===== src/rtl/key_debounce.sv =====
// key_debounce: conditions raw push-button pins for game_top.
// Each key passes through a two-flop synchroniser, is normalised to
// active-high, and is debounced by a counter-driven four-state FSM. The block
// presents a clean held level plus single-cycle press and release strobes.
module key_debounce #(
    parameter int CLK_MHZ     = 50,
    parameter int DEBOUNCE_US = 10000,
    parameter int N_KEYS      = 2,
    parameter int ACTIVE_LOW  = 1
) (
    input  logic              clk_i,
    input  logic              rst_i,
    input  logic [N_KEYS-1:0] keys_i,
    output logic [N_KEYS-1:0] keys_o,
    output logic [N_KEYS-1:0] press_o,
    output logic [N_KEYS-1:0] release_o
);

    // Number of consecutive FSM samples (after the entry sample) required
    // before a new level is accepted.
    localparam int N     = CLK_MHZ * DEBOUNCE_US;
    localparam int CNT_W = $clog2(N + 1);

    localparam logic [CNT_W-1:0] CNT_LAST = CNT_W'(N - 1);
    localparam logic [CNT_W-1:0] CNT_ZERO = '0;
    localparam logic [CNT_W-1:0] CNT_ONE  = CNT_W'(1);

    // Raw pin level that means "not pressed"; the synchroniser resets to it
    // so that leaving reset never looks like a press edge.
    localparam logic [N_KEYS-1:0] RAW_IDLE = (ACTIVE_LOW != 0) ? {N_KEYS{1'b1}}
                                                               : {N_KEYS{1'b0}};

    typedef enum logic [1:0] {
        RELEASED     = 2'd0,
        PRESS_WAIT   = 2'd1,
        PRESSED      = 2'd2,
        RELEASE_WAIT = 2'd3
    } state_t;

    // Synchroniser stages
    logic [N_KEYS-1:0] sync1_q;
    logic [N_KEYS-1:0] sync1_d;
    logic [N_KEYS-1:0] sync2_q;
    logic [N_KEYS-1:0] sync2_d;

    // Synchronised, polarity-normalised key level (1 = pressed)
    logic [N_KEYS-1:0] pressed_s;

    // Per-key debounce FSM and stability counter
    state_t           state_q [N_KEYS];
    state_t           state_d [N_KEYS];
    logic [CNT_W-1:0] cnt_q   [N_KEYS];
    logic [CNT_W-1:0] cnt_d   [N_KEYS];

    // Registered outputs
    logic [N_KEYS-1:0] keys_q;
    logic [N_KEYS-1:0] keys_d;
    logic [N_KEYS-1:0] press_q;
    logic [N_KEYS-1:0] press_d;
    logic [N_KEYS-1:0] release_q;
    logic [N_KEYS-1:0] release_d;

    // Synchroniser next values and active-high normalisation of the last stage
    always_comb begin
        sync1_d   = keys_i;
        sync2_d   = sync1_q;
        pressed_s = (ACTIVE_LOW != 0) ? ~sync2_q : sync2_q;
    end

    // Synchroniser flops, parked at the released pin level during reset
    always_ff @(posedge clk_i) begin
        if (rst_i) begin
            sync1_q <= RAW_IDLE;
            sync2_q <= RAW_IDLE;
        end else begin
            sync1_q <= sync1_d;
            sync2_q <= sync2_d;
        end
    end

    // FSM state register: state and stability counter for every key
    always_ff @(posedge clk_i) begin
        for (int k = 0; k < N_KEYS; k++) begin
            if (rst_i) begin
                state_q[k] <= RELEASED;
                cnt_q[k]   <= CNT_ZERO;
            end else begin
                state_q[k] <= state_d[k];
                cnt_q[k]   <= cnt_d[k];
            end
        end
    end

    // FSM next state: any disagreement during a wait state falls back to the
    // stable state, so a bounce always restarts the full qualification window
    always_comb begin
        for (int k = 0; k < N_KEYS; k++) begin
            state_d[k] = state_q[k];
            cnt_d[k]   = cnt_q[k];
            case (state_q[k])
                RELEASED: begin
                    if (pressed_s[k]) begin
                        state_d[k] = PRESS_WAIT;
                        cnt_d[k]   = CNT_ZERO;
                    end
                end
                PRESS_WAIT: begin
                    if (!pressed_s[k]) begin
                        state_d[k] = RELEASED;
                        cnt_d[k]   = CNT_ZERO;
                    end else if (cnt_q[k] == CNT_LAST) begin
                        state_d[k] = PRESSED;
                    end else begin
                        cnt_d[k] = cnt_q[k] + CNT_ONE;
                    end
                end
                PRESSED: begin
                    if (!pressed_s[k]) begin
                        state_d[k] = RELEASE_WAIT;
                        cnt_d[k]   = CNT_ZERO;
                    end
                end
                RELEASE_WAIT: begin
                    if (pressed_s[k]) begin
                        state_d[k] = PRESSED;
                        cnt_d[k]   = CNT_ZERO;
                    end else if (cnt_q[k] == CNT_LAST) begin
                        state_d[k] = RELEASED;
                    end else begin
                        cnt_d[k] = cnt_q[k] + CNT_ONE;
                    end
                end
                default: begin
                    state_d[k] = RELEASED;
                    cnt_d[k]   = CNT_ZERO;
                end
            endcase
        end
    end

    // FSM outputs: held level from the current state, strobes on its edges
    always_comb begin
        keys_d = '0;
        for (int k = 0; k < N_KEYS; k++) begin
            keys_d[k] = (state_q[k] == PRESSED) || (state_q[k] == RELEASE_WAIT);
        end
        press_d   = keys_d & ~keys_q;
        release_d = ~keys_d & keys_q;
    end

    // Output registers; reset clears them so no strobe leaks out of reset
    always_ff @(posedge clk_i) begin
        if (rst_i) begin
            keys_q    <= '0;
            press_q   <= '0;
            release_q <= '0;
        end else begin
            keys_q    <= keys_d;
            press_q   <= press_d;
            release_q <= release_d;
        end
    end

    assign keys_o    = keys_q;
    assign press_o   = press_q;
    assign release_o = release_q;

endmodule


===== config.mk =====
export PLATFORM = sky130hd
export DESIGN_NAME = key_debounce
export DESIGN_NICKNAME = d
export VERILOG_FILES = /design/src/rtl/key_debounce.sv
export SDC_FILE = /design/constraint.sdc
export NUM_CORES = 1
export LEC_CHECK = 0
export ABC_AREA = 1
export BUFFER_PORTS_ARGS = -buffer_cell sky130_fd_sc_hd__buf_2
export CAP_MARGIN = 20
export CORE_MARGIN = 2
export CORE_UTILIZATION = 35
export DETAILED_ROUTE_END_ITERATION = 8
export GPL_TIMING_DRIVEN = 0
export PLACE_DENSITY = 0.55
export SYNTH_ARGS = -nofsm -noshare
export SYNTH_HDL_FRONTEND = slang
export SYNTH_SLANG_ARGS = --single-unit

===== constraint.sdc =====
create_clock -name clk_i -period 2.1 [get_ports clk_i]
set_input_delay 0 -clock clk_i [delete_from_list [all_inputs] [get_ports clk_i]]
set_output_delay 0 -clock clk_i [all_outputs]
set_load 0.005 [all_outputs]

==> results_tabular.tex, run 1 <==
\begin{tabular}{lr}
\hline
Metric & Value \\
\hline
\multicolumn{2}{l}{\textbf{Placed design}} \\
\quad Final RePlAce weighted congestion & 0.847 \\
\quad Placed instance area & 2980 um\^{}2 \\
\quad Dpl hpwl & 4740 um \\
\quad Total of buffers placed on input and output ports & 8 \\
\multicolumn{2}{l}{\textbf{Drt}} \\
\quad Total number of vias & 2586 \\
\quad DRC marker count from the first detailed-route iteration & 91 \\
\quad Antenna viol nets, final & 0 \\
\quad DRC Markers & 0 \\
\quad Post-detailed-route wirelength per cell & 11.3 um \\
\quad First drt pass iteration count & 4 \\
\quad Detailed-route vias per instance & 4.74 \\
\quad Total wire length & 6150 um \\
\multicolumn{2}{l}{\textbf{Floorplan}} \\
\quad Io pins & 10 \\
\quad Area of the die & 8750 um\^{}2 \\
\quad Number of placement rows & 32 \\
\quad Starting utilization of the core area & 36.1\% \\
\quad Core area & 7770 um\^{}2 \\
\quad Die height & 93.6 um \\
\quad Die boundary width & 93.6 um \\
\multicolumn{2}{l}{\textbf{Finish}} \\
\quad Count of nets after finishing & 449 \\
\quad Most common library cell in the layout ignoring fill and taps & nand2\_1 \\
\quad Layout overhead on the synthesized area & 10.1\% \\
\quad Share of post-route cells with drive strength above 1 & 11.3\% \\
\quad Commonest cells after routing, fill and taps aside & nand2\_1 (109), nor2\_1 (62), dfxtp\_1 (52) \\
\quad Number of antenna diodes & 0 \\
\quad Sequential cell area & 1040 um\^{}2 \\
\quad Number of filler cells placed in the layout & 858 \\
\quad Area of combinational cells with multiple inputs & 1520 um\^{}2 \\
\quad Fin area & 3090 um\^{}2 \\
\multicolumn{2}{l}{\textbf{STA}} \\
\quad Final critical-path share of the clock period & 78.4\% \\
\quad Setup violations, final & 0 \\
\quad Crit path time final & 1.65 ns \\
\quad Final max-slew violation count & 0 \\
\quad Slew margin rel. & 65.9\% \\
\quad Final worst clock skew & 0.0145 ns \\
\quad Worst-margin pin slew & 0.511 ns \\
\quad Fin. Hold Viols & 0 \\
\quad Summed negative setup slack over all endpoints & 0 ns \\
\quad Top achievable clock speed & 607 MHz \\
\quad Setup repair after global routing missed its margin & false \\
\multicolumn{2}{l}{\textbf{Clocking}} \\
\quad Clock tree root buffer cell & clkbuf\_8 \\
\quad Latest clock arrival within the worst-skew pair & 0.31 ns \\
\quad Clock transition at the registers of the reported paths & 0.11 ns \\
\quad Postcts setup bufs & 0 \\
\quad Number of buffers added by the clock tree synthesis step & 5 \\
\quad Maximum clock path buffer count & 2 \\
\quad Clock net sink count & 52 \\
\quad H-tree depth & 2 \\
\quad Clock tree from TritonCTS & done \\
\multicolumn{2}{l}{\textbf{Yosys}} \\
\quad Number of distinct library cell variants in the gate-level netlist after synthesis & 36 \\
\quad Sequential area share after synthesis & 37.1\% \\
\quad Cells taking the most area after synthesis & dfxtp\_1 (37\%), nand2\_1 (15\%), nor2\_1 (8.3\%) \\
\quad Post-Synthesis Net Count & 432 \\
\quad Post-synth ARST share & 0\% \\
\quad Post-synthesis cell type with the largest combined area & dfxtp\_1 \\
\quad Most used flip-flop cell after synthesis & dfxtp\_1 \\
\quad Synth Warn \# & 0 \\
\quad Avg Cell Area, Syn & 6.59 um\^{}2 \\
\quad Synthesized instance count & 426 \\
\quad Post-synthesis instance area & 2810 um\^{}2 \\
\quad Number of flops mapped to enable cells by yosys & 0 \\
\quad Flip-flop and latch count after synthesis & 52 \\
\quad Area share of the leading cell type in the synthesized netlist & 37.1\% \\
\multicolumn{2}{l}{\textbf{Pwr}} \\
\quad Largest vdd supply drop & 0.308 mV \\
\quad Power per Cell Area & 551 nW/um\^{}2 \\
\quad Reported leakage power & 1.18 nW \\
\quad Total Power Consumption & 1.70 mW \\
\multicolumn{2}{l}{\textbf{Global routing}} \\
\quad Initial antenna violation count & 0 \\
\quad Vias in the first global route & 2537 \\
\quad Sum of overflow across all layers after global routing & 0 \\
\quad Maximum number of pins on one net before global-route repair & 19 \\
\quad Total GRT Usage & 15.5\% \\
\quad First-pass GRT wire length & 11200 um \\
\multicolumn{2}{l}{\textbf{Worst setup path}} \\
\quad Data arrival at the endpoint of the critical path & 1.85 ns \\
\quad Critical path class & reg2reg \\
\quad Capturing element type of the critical path & flip-flop \\
\quad Category of the worst setup path launch point & flip-flop \\
\quad Crit Path Max Fanout & 4 \\
\quad Required @ worst endpoint & 2.30 ns \\
\multicolumn{2}{l}{\textbf{Run status}} \\
\quad Result of the run & finished clean \\
\multicolumn{2}{l}{\textbf{Worst hold path}} \\
\quad Worst Hold Class & in2reg \\
\multicolumn{2}{l}{\textbf{Job}} \\
\quad Number of maximum-capacitance violations & 0 \\
\hline
\end{tabular}
-- worst max-delay path: stages, from the launching register on --
cell     delay [ns]
dfxtp_1        0.39
ha_1           0.21
nand2_1        0.10
nor2_1         0.19
nand3_1        0.18
nor2_1         0.16
nand3_1        0.10
xor2_1         0.15
nor2_1         0.05
-- where the power goes --
part	switching [mW]	total, mW	internal (mW)
registers	0.00645	0.998	0.992
logic	0.0620	0.0893	0.0273
clock network	0.370	0.615	0.246
total	0.438	1.70	1.26
-- cells by family (layout without fill, tap and decap cells) --
family | count (synthesis) | after routing | synth area share, %
flops | 52 | 52 | 37.1
simple gates | 263 | 263 | 43.5
xor+xnor | 5 | 5 | 1.83
buf+inv | 63 | 81 | 8.73
fa+ha+maj | 2 | 2 | 0.891
compound gates | 41 | 41 | 7.98
-- path summary, 6_finish.rpt --
check / endpoint / slack (ns) / startpoint / depth (start not counted)
max reg2reg: cnt_q[0][14]$_SDFFE_PP0P_ / 0.45 / cnt_q[0][0]$_SDFFE_PP0P_ / 8
max: cnt_q[0][14]$_SDFFE_PP0P_ / 0.45 / cnt_q[0][0]$_SDFFE_PP0P_ / 8
min: keys_o[0]$_SDFF_PP0_ / 0.06 / rst_i / 2
min reg2reg: sync2_q[1]$_SDFF_PP1_ / 0.42 / sync1_q[1]$_SDFF_PP1_ / 1
-- routing by layer --
metal / up-vias / global-route usage, % / wire length, um
li1: 1388 / - / -
met1: 1157 / 20.2 / 3160
met2: 32 / 26.5 / 2760
met3: 9 / 2.74 / 147
met4: 0 / 3.99 / 84
met5: - / 0 / 0
-- cell type report --
| cell class | instances | area share, % |
|---|---|---|
| Multi-Input combinational cell | 311 | 49.2 |
| Sequential cell | 52 | 33.7 |
| Inverter | 60 | 7.57 |
| Tap cell | 102 | 4.13 |
| Clock buffer | 5 | 2.23 |
| Timing Repair Buffer | 10 | 1.94 |
| Clock inverter | 3 | 0.890 |
| Buffer | 3 | 0.364 |
-- cells in the mapped netlist, types with 2 or more instances --
cell type    n
a21oi_1     26
and3_1       2
clkbuf_1     3
clkinv_1     2
dfxtp_1     52
ha_1         2
inv_1       50
inv_2        5
nand2_1    109
nand2_2      5
nand3_1     42
nand3b_1     2
nand4_1     11
nor2_1      62
nor2_2       4
nor2_4       3
nor2_8       2
nor3_1      11
o21ai_0      4
o21ai_1      7
or2_2        5
xnor2_1      2
xor2_1       2
-- stage by stage --
| step | util [%] | hold WS (ns) | instances | setup WS (ns) |
|---|---|---|---|---|
| global route | 39.8 | 0.0728 | 546 | 0.227 |
| global placement | 38.3 | 0.185 | 536 | 0.472 |
| floorplan | - | 0.104 | 426 | 0.691 |
| CTS | 39.8 | 0.0639 | 546 | 0.448 |
| finish | 39.8 | 0.0556 | 546 | 0.453 |
| detailed placement | 38.3 | 0.184 | 536 | 0.469 |
-- flip-flops by register name, summed over array words and instances, names as in the netlist, named ones only --
| register | flops |
|---|---|
| sync1_q | 2 |
| state_q | 2 |
| keys_o | 2 |
| release_o | 2 |
| sync2_q | 2 |
| press_o | 2 |
| cnt_q | 38 |
-- repair_timing --
item,CTS,global route
endpoints found under the hold margin,2,0
hold buffers,2,0
gates resized for setup,0,0
(Power assumes the default switching activity.)
==> inputs of run 2 (changes only) <==
==> constraint.sdc (replaced) <==
create_clock -name clk_i -period 1.6 [get_ports clk_i]
set_input_delay 0 -clock clk_i [delete_from_list [all_inputs] [get_ports clk_i]]
set_output_delay 0 -clock clk_i [all_outputs]
set_load 0.005 [all_outputs]
==> results_tabular.tex, run 2 (synthesis results as in run 1) <==
\begin{tabular}{lr}
\hline
Metric & Value \\
\hline
\multicolumn{2}{l}{\textbf{Worst setup path}} \\
\quad Delay of the slowest critical-path stage & 0.48 ns \\
\quad Crit Path Max Fanout & 7 \\
\quad Ordered list of cells on the worst path & nand2\_1 -> nor2\_2 -> nand3\_1 -> or2\_4 -> nor2\_2 -> nand2\_1 -> nand2\_1 -> nor2\_1 \\
\quad Cell repeated most along the worst path & nand2\_1 \\
\quad Data arrival at the endpoint of the critical path & 1.67 ns \\
\quad Capturing element type of the critical path & flip-flop \\
\quad Required @ worst endpoint & 1.81 ns \\
\quad Crit path max-delay family & simple AND/OR/NAND/NOR gates \\
\quad Critical path class & reg2reg \\
\quad CP max-delay cell & dfxtp\_1 \\
\quad Category of the worst setup path launch point & flip-flop \\
\quad Bufs and invs on worst path & 0 \\
\multicolumn{2}{l}{\textbf{Drt}} \\
\quad DRC Markers & 0 \\
\quad Post-detailed-route wirelength per cell & 11.5 um \\
\quad DRC marker count from the first detailed-route iteration & 76 \\
\quad Total number of vias & 2628 \\
\quad Antenna viol nets, final & 0 \\
\quad Detailed-route vias per instance & 4.75 \\
\quad First drt pass iteration count & 4 \\
\quad Total wire length & 6350 um \\
\multicolumn{2}{l}{\textbf{Clocking}} \\
\quad Clock net sink count & 52 \\
\quad Number of buffers added by the clock tree synthesis step & 5 \\
\quad Clock transition at the registers of the reported paths & 0.10 ns \\
\quad H-tree depth & 2 \\
\quad Maximum clock path buffer count & 2 \\
\quad Clock tree from TritonCTS & done \\
\quad Clock tree root buffer cell & clkbuf\_8 \\
\quad Latest clock arrival within the worst-skew pair & 0.32 ns \\
\multicolumn{2}{l}{\textbf{Finish}} \\
\quad Register name with the most flops & cnt\_q \\
\quad Layout overhead on the synthesized area & 14.9\% \\
\quad Share of post-route cells with drive strength above 1 & 17.5\% \\
\quad Number of antenna diodes & 0 \\
\quad Most common library cell in the layout ignoring fill and taps & nand2\_1 \\
\quad Flip-flop count of the largest register, all copies and words added & 38 \\
\quad Commonest cells after routing, fill and taps aside & nand2\_1 (107), nor2\_1 (58), inv\_1 (50) \\
\quad Number of filler cells placed in the layout & 847 \\
\quad Post-route non-filler standard cell count & 553 \\
\quad Count of nets after finishing & 456 \\
\multicolumn{2}{l}{\textbf{Placed design}} \\
\quad Post-Place Setup Slack & -0.0314 ns \\
\quad Final RePlAce weighted congestion & 0.847 \\
\quad Dpl hpwl & 4740 um \\
\quad Placed Cells & 536 \\
\quad Total of buffers placed on input and output ports & 8 \\
\multicolumn{2}{l}{\textbf{Pwr}} \\
\quad Reported leakage power & 1.21 nW \\
\quad Power per Cell Area & 695 nW/um\^{}2 \\
\quad Largest vdd supply drop & 0.407 mV \\
\multicolumn{2}{l}{\textbf{STA}} \\
\quad Top achievable clock speed & 683 MHz \\
\quad Worst-margin pin slew & 0.512 ns \\
\quad Final worst clock skew & 0.0141 ns \\
\quad Final critical-path share of the clock period & 91.5\% \\
\quad Slew margin rel. & 65.9\% \\
\quad Setup repair after global routing missed its margin & true \\
\quad Crit path time final & 1.46 ns \\
\quad Final max-slew violation count & 0 \\
\quad Fin. Hold Viols & 0 \\
\quad Setup violations, final & 0 \\
\quad Post-route setup slack & 0.136 ns \\
\multicolumn{2}{l}{\textbf{Global routing}} \\
\quad Initial antenna violation count & 0 \\
\quad First-pass GRT wire length & 11200 um \\
\quad Total GRT Usage & 15.5\% \\
\quad Maximum number of pins on one net before global-route repair & 19 \\
\quad Sum of overflow across all layers after global routing & 0 \\
\quad Vias in the first global route & 2537 \\
\multicolumn{2}{l}{\textbf{Floorplan}} \\
\quad Core area & 7770 um\^{}2 \\
\quad Die boundary width & 93.6 um \\
\quad Number of placement rows & 32 \\
\quad Starting utilization of the core area & 36.1\% \\
\quad Area of the die & 8750 um\^{}2 \\
\quad Io pins & 10 \\
\quad Die height & 93.6 um \\
\multicolumn{2}{l}{\textbf{Job}} \\
\quad Number of maximum-capacitance violations & 0 \\
\multicolumn{2}{l}{\textbf{Run status}} \\
\quad Result of the run & finished clean \\
\multicolumn{2}{l}{\textbf{Worst hold path}} \\
\quad Worst Hold Class & in2reg \\
\hline
\end{tabular}
## run 2: changes by cell type in the layout (fill, tap and decap cells not counted), sizes merged
cell | previous run | this run
buf | 8 | 15
inv | 58 | 59
clkinv | 4 | 3
## run 2: worst paths after layout
check | start | end | slack, ns | depth (start not counted)
worst min-delay path | rst_i | keys_o[0]$_SDFF_PP0_ | 0.06 | 2
worst max-delay path | cnt_q[0][7]$_SDFFE_PP0P_ | cnt_q[0][13]$_SDFFE_PP0P_ | 0.14 | 8
worst max register to register | cnt_q[0][7]$_SDFFE_PP0P_ | cnt_q[0][13]$_SDFFE_PP0P_ | 0.14 | 8
worst min register to register | sync1_q[1]$_SDFF_PP1_ | sync2_q[1]$_SDFF_PP1_ | 0.43 | 1
## run 2: repair_timing
item / CTS / global route
pin swaps: 0 / 7
buffers inserted: 0 / 7
endpoints found under the setup margin: 4 / 28
hold buffers: 2 / 0
gates cloned: 0 / 0
gates resized for setup: 2 / 25
hold endpoints to repair: 2 / 0
## run 2: layout make-up
type / instances / area (um^2) / area share (%)
sequential: 52 / 1050 / 32.6
clock buffer: 5 / 68.8 / 2.13
timing repair buffer: 17 / 113 / 3.49
tap: 102 / 128 / 3.96
multi-input combinational: 311 / 1590 / 49.3
buffer: 3 / 11.3 / 0.349
inverter: 60 / 235 / 7.29
clock inverter: 3 / 27.5 / 0.853
## run 2: report_power, final
group	total [mW]	internal [mW]	switching (mW)
clock	0.811	0.322	0.488
sequential	1.31	1.30	0.00878
combinational	0.123	0.0389	0.0837
total	2.24	1.66	0.581
## run 2: metal layers
metal	share of wire [%]	track usage, %	vias up
met1	50	20.2	1191
met5	0	0	-
met4	1.3	3.99	0
met2	46	26.5	28
met3	2.9	2.74	9
li1	-	-	1400
## run 2: stage by stage
stage | hold slack, ns | area [um^2] | util, % | power, mW | setup TNS [ns]
2_1_floorplan | 0.104 | 2810 | - | 1.43 | 0
3_3_place_gp | 0.185 | 2980 | 38.3 | 1.46 | -0.0531
3_5_place_dp | 0.184 | 2980 | 38.3 | 1.46 | -0.0555
4_1_cts | 0.0639 | 3100 | 39.9 | 2.28 | -0.0236
5_1_grt | 0.0728 | 3230 | 41.5 | 2.34 | -0.0326
6_report | 0.0574 | 3230 | 41.5 | 2.24 | 0
==> inputs of run 3 (changes only) <==
--- a/config.mk
+++ b/config.mk
@@ -5,13 +5,13 @@
 export SDC_FILE = /design/constraint.sdc
 export NUM_CORES = 1
 export LEC_CHECK = 0
-export ABC_AREA = 1
 export BUFFER_PORTS_ARGS = -buffer_cell sky130_fd_sc_hd__buf_2
 export CAP_MARGIN = 20
 export CORE_MARGIN = 2
 export CORE_UTILIZATION = 35
 export DETAILED_ROUTE_END_ITERATION = 8
 export GPL_TIMING_DRIVEN = 0
+export MAX_ROUTING_LAYER = met4
 export PLACE_DENSITY = 0.55
 export SYNTH_ARGS = -nofsm -noshare
 export SYNTH_HDL_FRONTEND = slang
==> results_tabular.tex, run 3 <==
\begin{tabular}{lr}
\hline
Metric & Value \\
\hline
\multicolumn{2}{l}{\textbf{STA}} \\
\quad Top achievable clock speed & 517 MHz \\
\quad Setup repair after global routing missed its margin & true \\
\quad Slew margin rel. & 65.4\% \\
\quad Final max-slew violation count & 0 \\
\quad Fin. Hold Viols & 0 \\
\quad Worst-margin pin slew & 0.519 ns \\
\quad Final critical-path share of the clock period & 121\% \\
\quad Post-route setup slack & -0.334 ns \\
\quad Crit path time final & 1.93 ns \\
\quad Final worst clock skew & 0.0138 ns \\
\quad Setup violations, final & 10 \\
\quad Min Hold Slack & 0.148 ns \\
\multicolumn{2}{l}{\textbf{Yosys}} \\
\quad Number of flops mapped to enable cells by yosys & 0 \\
\quad Number of distinct library cell variants in the gate-level netlist after synthesis & 49 \\
\quad Most repeated cell in the gate-level netlist after synthesis & dfxtp\_1 \\
\quad Flip-flop and latch count after synthesis & 52 \\
\quad Most used flip-flop cell after synthesis & dfxtp\_1 \\
\quad Synth Warn \# & 0 \\
\quad Post-Synthesis Net Count & 332 \\
\quad Post-synthesis cell type with the largest combined area & dfxtp\_1 \\
\quad Post-synthesis instance area & 2780 um\^{}2 \\
\quad Post-synth ARST share & 0\% \\
\quad Area share of the leading cell type in the synthesized netlist & 37.5\% \\
\quad Cells taking the most area after synthesis & dfxtp\_1 (37\%), nand2\_1 (4.9\%), nand4\_1 (3.6\%) \\
\quad Synthesized instance count & 326 \\
\quad Avg Cell Area, Syn & 8.52 um\^{}2 \\
\quad Sequential area share after synthesis & 37.5\% \\
\quad Most common library cells after synthesis & dfxtp\_1 (52), nand2\_1 (36), a21oi\_1 (18), nand3\_1 (18), nor2\_1 (17) \\
\multicolumn{2}{l}{\textbf{Pwr}} \\
\quad Fraction of power spent switching nets & 24.2\% \\
\quad Reported leakage power & 1.25 nW \\
\quad Clock power frac & 33.9\% \\
\quad Internal power & 1.64 mW \\
\quad Switching power total & 0.525 mW \\
\quad Comb pwr share & 6.4\% \\
\quad Fraction of power consumed by sequential logic & 59.7\% \\
\quad Largest vdd supply drop & 0.445 mV \\
\quad Power per Cell Area & 601 nW/um\^{}2 \\
\multicolumn{2}{l}{\textbf{Placed design}} \\
\quad Final RePlAce weighted congestion & 0.833 \\
\quad Placed Cells & 437 \\
\quad Placed instance area & 3000 um\^{}2 \\
\quad Dpl hpwl & 4710 um \\
\quad Total of buffers placed on input and output ports & 9 \\
\multicolumn{2}{l}{\textbf{Worst setup path}} \\
\quad Capturing element type of the critical path & flip-flop \\
\quad Required @ worst endpoint & 1.79 ns \\
\quad CP Launch Point & cnt\_q[0][14]\$\_SDFFE\_PP0P\_ \\
\quad Launch instance of the worst register-to-register path & cnt\_q[0][14]\$\_SDFFE\_PP0P\_ \\
\quad Critical path class & reg2reg \\
\quad Category of the worst setup path launch point & flip-flop \\
\quad Crit Path Max Fanout & 6 \\
\quad Data arrival at the endpoint of the critical path & 2.12 ns \\
\multicolumn{2}{l}{\textbf{Floorplan}} \\
\quad Number of placement rows & 32 \\
\quad Die boundary width & 93.1 um \\
\quad Starting utilization of the core area & 36.0\% \\
\quad Core area & 7730 um\^{}2 \\
\quad Io pins & 10 \\
\quad Die height & 93.1 um \\
\quad Area of the die & 8670 um\^{}2 \\
\multicolumn{2}{l}{\textbf{Finish}} \\
\quad Number of antenna diodes & 0 \\
\quad Count of nets after finishing & 369 \\
\quad Commonest cells after routing, fill and taps aside & nand2\_1 (32), dfxtp\_2 (23), dfxtp\_1 (20) \\
\quad Number of filler cells placed in the layout & 763 \\
\quad Post-route non-filler standard cell count & 465 \\
\quad Core utilization of the finished layout & 46.7\% \\
\quad Share of post-route cells with drive strength above 1 & 37.5\% \\
\quad Layout overhead on the synthesized area & 29.8\% \\
\quad Area of combinational cells with multiple inputs & 1850 um\^{}2 \\
\quad Most common library cell in the layout ignoring fill and taps & nand2\_1 \\
\quad Register name with the most flops & cnt\_q \\
\quad Sequential cell area & 1100 um\^{}2 \\
\quad Fin area & 3610 um\^{}2 \\
\quad Flip-flop count of the largest register, all copies and words added & 38 \\
\multicolumn{2}{l}{\textbf{Clocking}} \\
\quad Clock tree from TritonCTS & done \\
\quad H-tree depth & 2 \\
\quad Clock transition at the registers of the reported paths & 0.09 ns \\
\quad Clock tree root buffer cell & clkbuf\_8 \\
\quad Maximum clock path buffer count & 2 \\
\quad Clock net sink count & 52 \\
\quad Number of buffers added by the clock tree synthesis step & 5 \\
\quad Latest clock arrival within the worst-skew pair & 0.31 ns \\
\multicolumn{2}{l}{\textbf{Global routing}} \\
\quad Initial antenna violation count & 0 \\
\quad First-pass GRT wire length & 12000 um \\
\quad Maximum number of pins on one net before global-route repair & 15 \\
\quad Vias in the first global route & 2455 \\
\quad Sum of overflow across all layers after global routing & 0 \\
\quad Total GRT Usage & 17.5\% \\
\multicolumn{2}{l}{\textbf{Run status}} \\
\quad Result of the run & finished with violations \\
\quad Violated checks & negative setup slack \\
\multicolumn{2}{l}{\textbf{Drt}} \\
\quad Total wire length & 7300 um \\
\quad Post-detailed-route wirelength per cell & 15.7 um \\
\quad Total number of vias & 2616 \\
\quad Antenna viol nets, final & 0 \\
\quad DRC marker count from the first detailed-route iteration & 122 \\
\quad First drt pass iteration count & 6 \\
\quad Detailed-route vias per instance & 5.63 \\
\quad DRC Markers & 0 \\
\multicolumn{2}{l}{\textbf{Worst hold path}} \\
\quad Worst Hold Class & in2reg \\
\quad Hold wc startpoint & rst\_i \\
\multicolumn{2}{l}{\textbf{Job}} \\
\quad Number of maximum-capacitance violations & 0 \\
\hline
\end{tabular}
[run 3: area by class of cell]
type | instances | share of cell area, %
multi-input combinational | 248 | 51.3
sequential | 52 | 30.6
timing repair buffer | 37 | 8.19
buffer | 15 | 3.82
tap | 102 | 3.54
clock buffer | 6 | 2.01
inverter | 4 | 0.416
clock inverter | 1 | 0.139
[run 3: repair_timing]
action                                  in CTS  in global routing
pin swaps                                   13                 17
gates resized for setup                     54                 48
setup buffers                               15                 11
hold endpoints to repair                     2                  0
endpoints found under the setup margin      39                 32
hold buffers                                 2                  0
[run 3: logic make-up (layout without fill, tap and decap cells)]
| kind of cell | Yosys count | count (layout) | synth area share (%) |
|---|---|---|---|
| XOR/XNOR | 15 | 15 | 5.72 |
| adder cells (fa/ha/maj) | 2 | 2 | 0.900 |
| multiplexers | 12 | 12 | 4.50 |
| AND/OR/NAND/NOR | 167 | 167 | 34.8 |
| AO/OA/AOI/OAI | 52 | 52 | 12.0 |
| flip-flops | 52 | 52 | 37.5 |
| buffers and inverters | 26 | 63 | 4.68 |
[run 3: power by group through the flow]
stage	logic (mW)	registers (mW)	clock network, mW
3_3_place_gp	0.116	1.34	0
5_1_grt	0.151	1.30	0.827
2_1_floorplan	0.0827	1.34	0
3_5_place_dp	0.116	1.34	0
4_1_cts	0.134	1.30	0.768
6_report	0.138	1.30	0.735
[run 3: through the flow]
step	total power [mW]	setup TNS [ns]	setup slack [ns]
after CTS	2.20	-1.77	-0.270
after global routing	2.27	-3.33	-0.359
final	2.17	-2.33	-0.334
after floorplan	1.42	-0.906	-0.273
after detailed placement	1.45	-7.60	-0.485
after global placement	1.45	-7.35	-0.451
[run 3: metal layers]
| metal | global-route usage [%] | routed length [um] | up-vias |
|---|---|---|---|
| li1 | - | - | 1294 |
| met1 | 23.7 | 3590 | 1264 |
| met2 | 26.6 | 3350 | 45 |
| met3 | 2.90 | 234 | 13 |
| met4 | 6.00 | 127 | 0 |
| met5 | - | 0 | - |
[run 3: critical path, cell delays in order (launching register included)]
cell	delay (ns)
dfxtp_2	0.36
or4b_4	0.55
nor4_4	0.40
a2111oi_2	0.13
or3_1	0.37
[run 3: worst paths after layout]
check | to | slack (ns) | depth (start not counted)
worst min register to register | sync2_q[0]$_SDFF_PP1_ | 0.42 | 1
worst max register to register | cnt_q[0][1]$_SDFFE_PP0P_ | -0.33 | 4
worst max-delay path | cnt_q[0][1]$_SDFFE_PP0P_ | -0.33 | 4
worst min-delay path | cnt_q[1][2]$_SDFFE_PP0P_ | 0.15 | 4
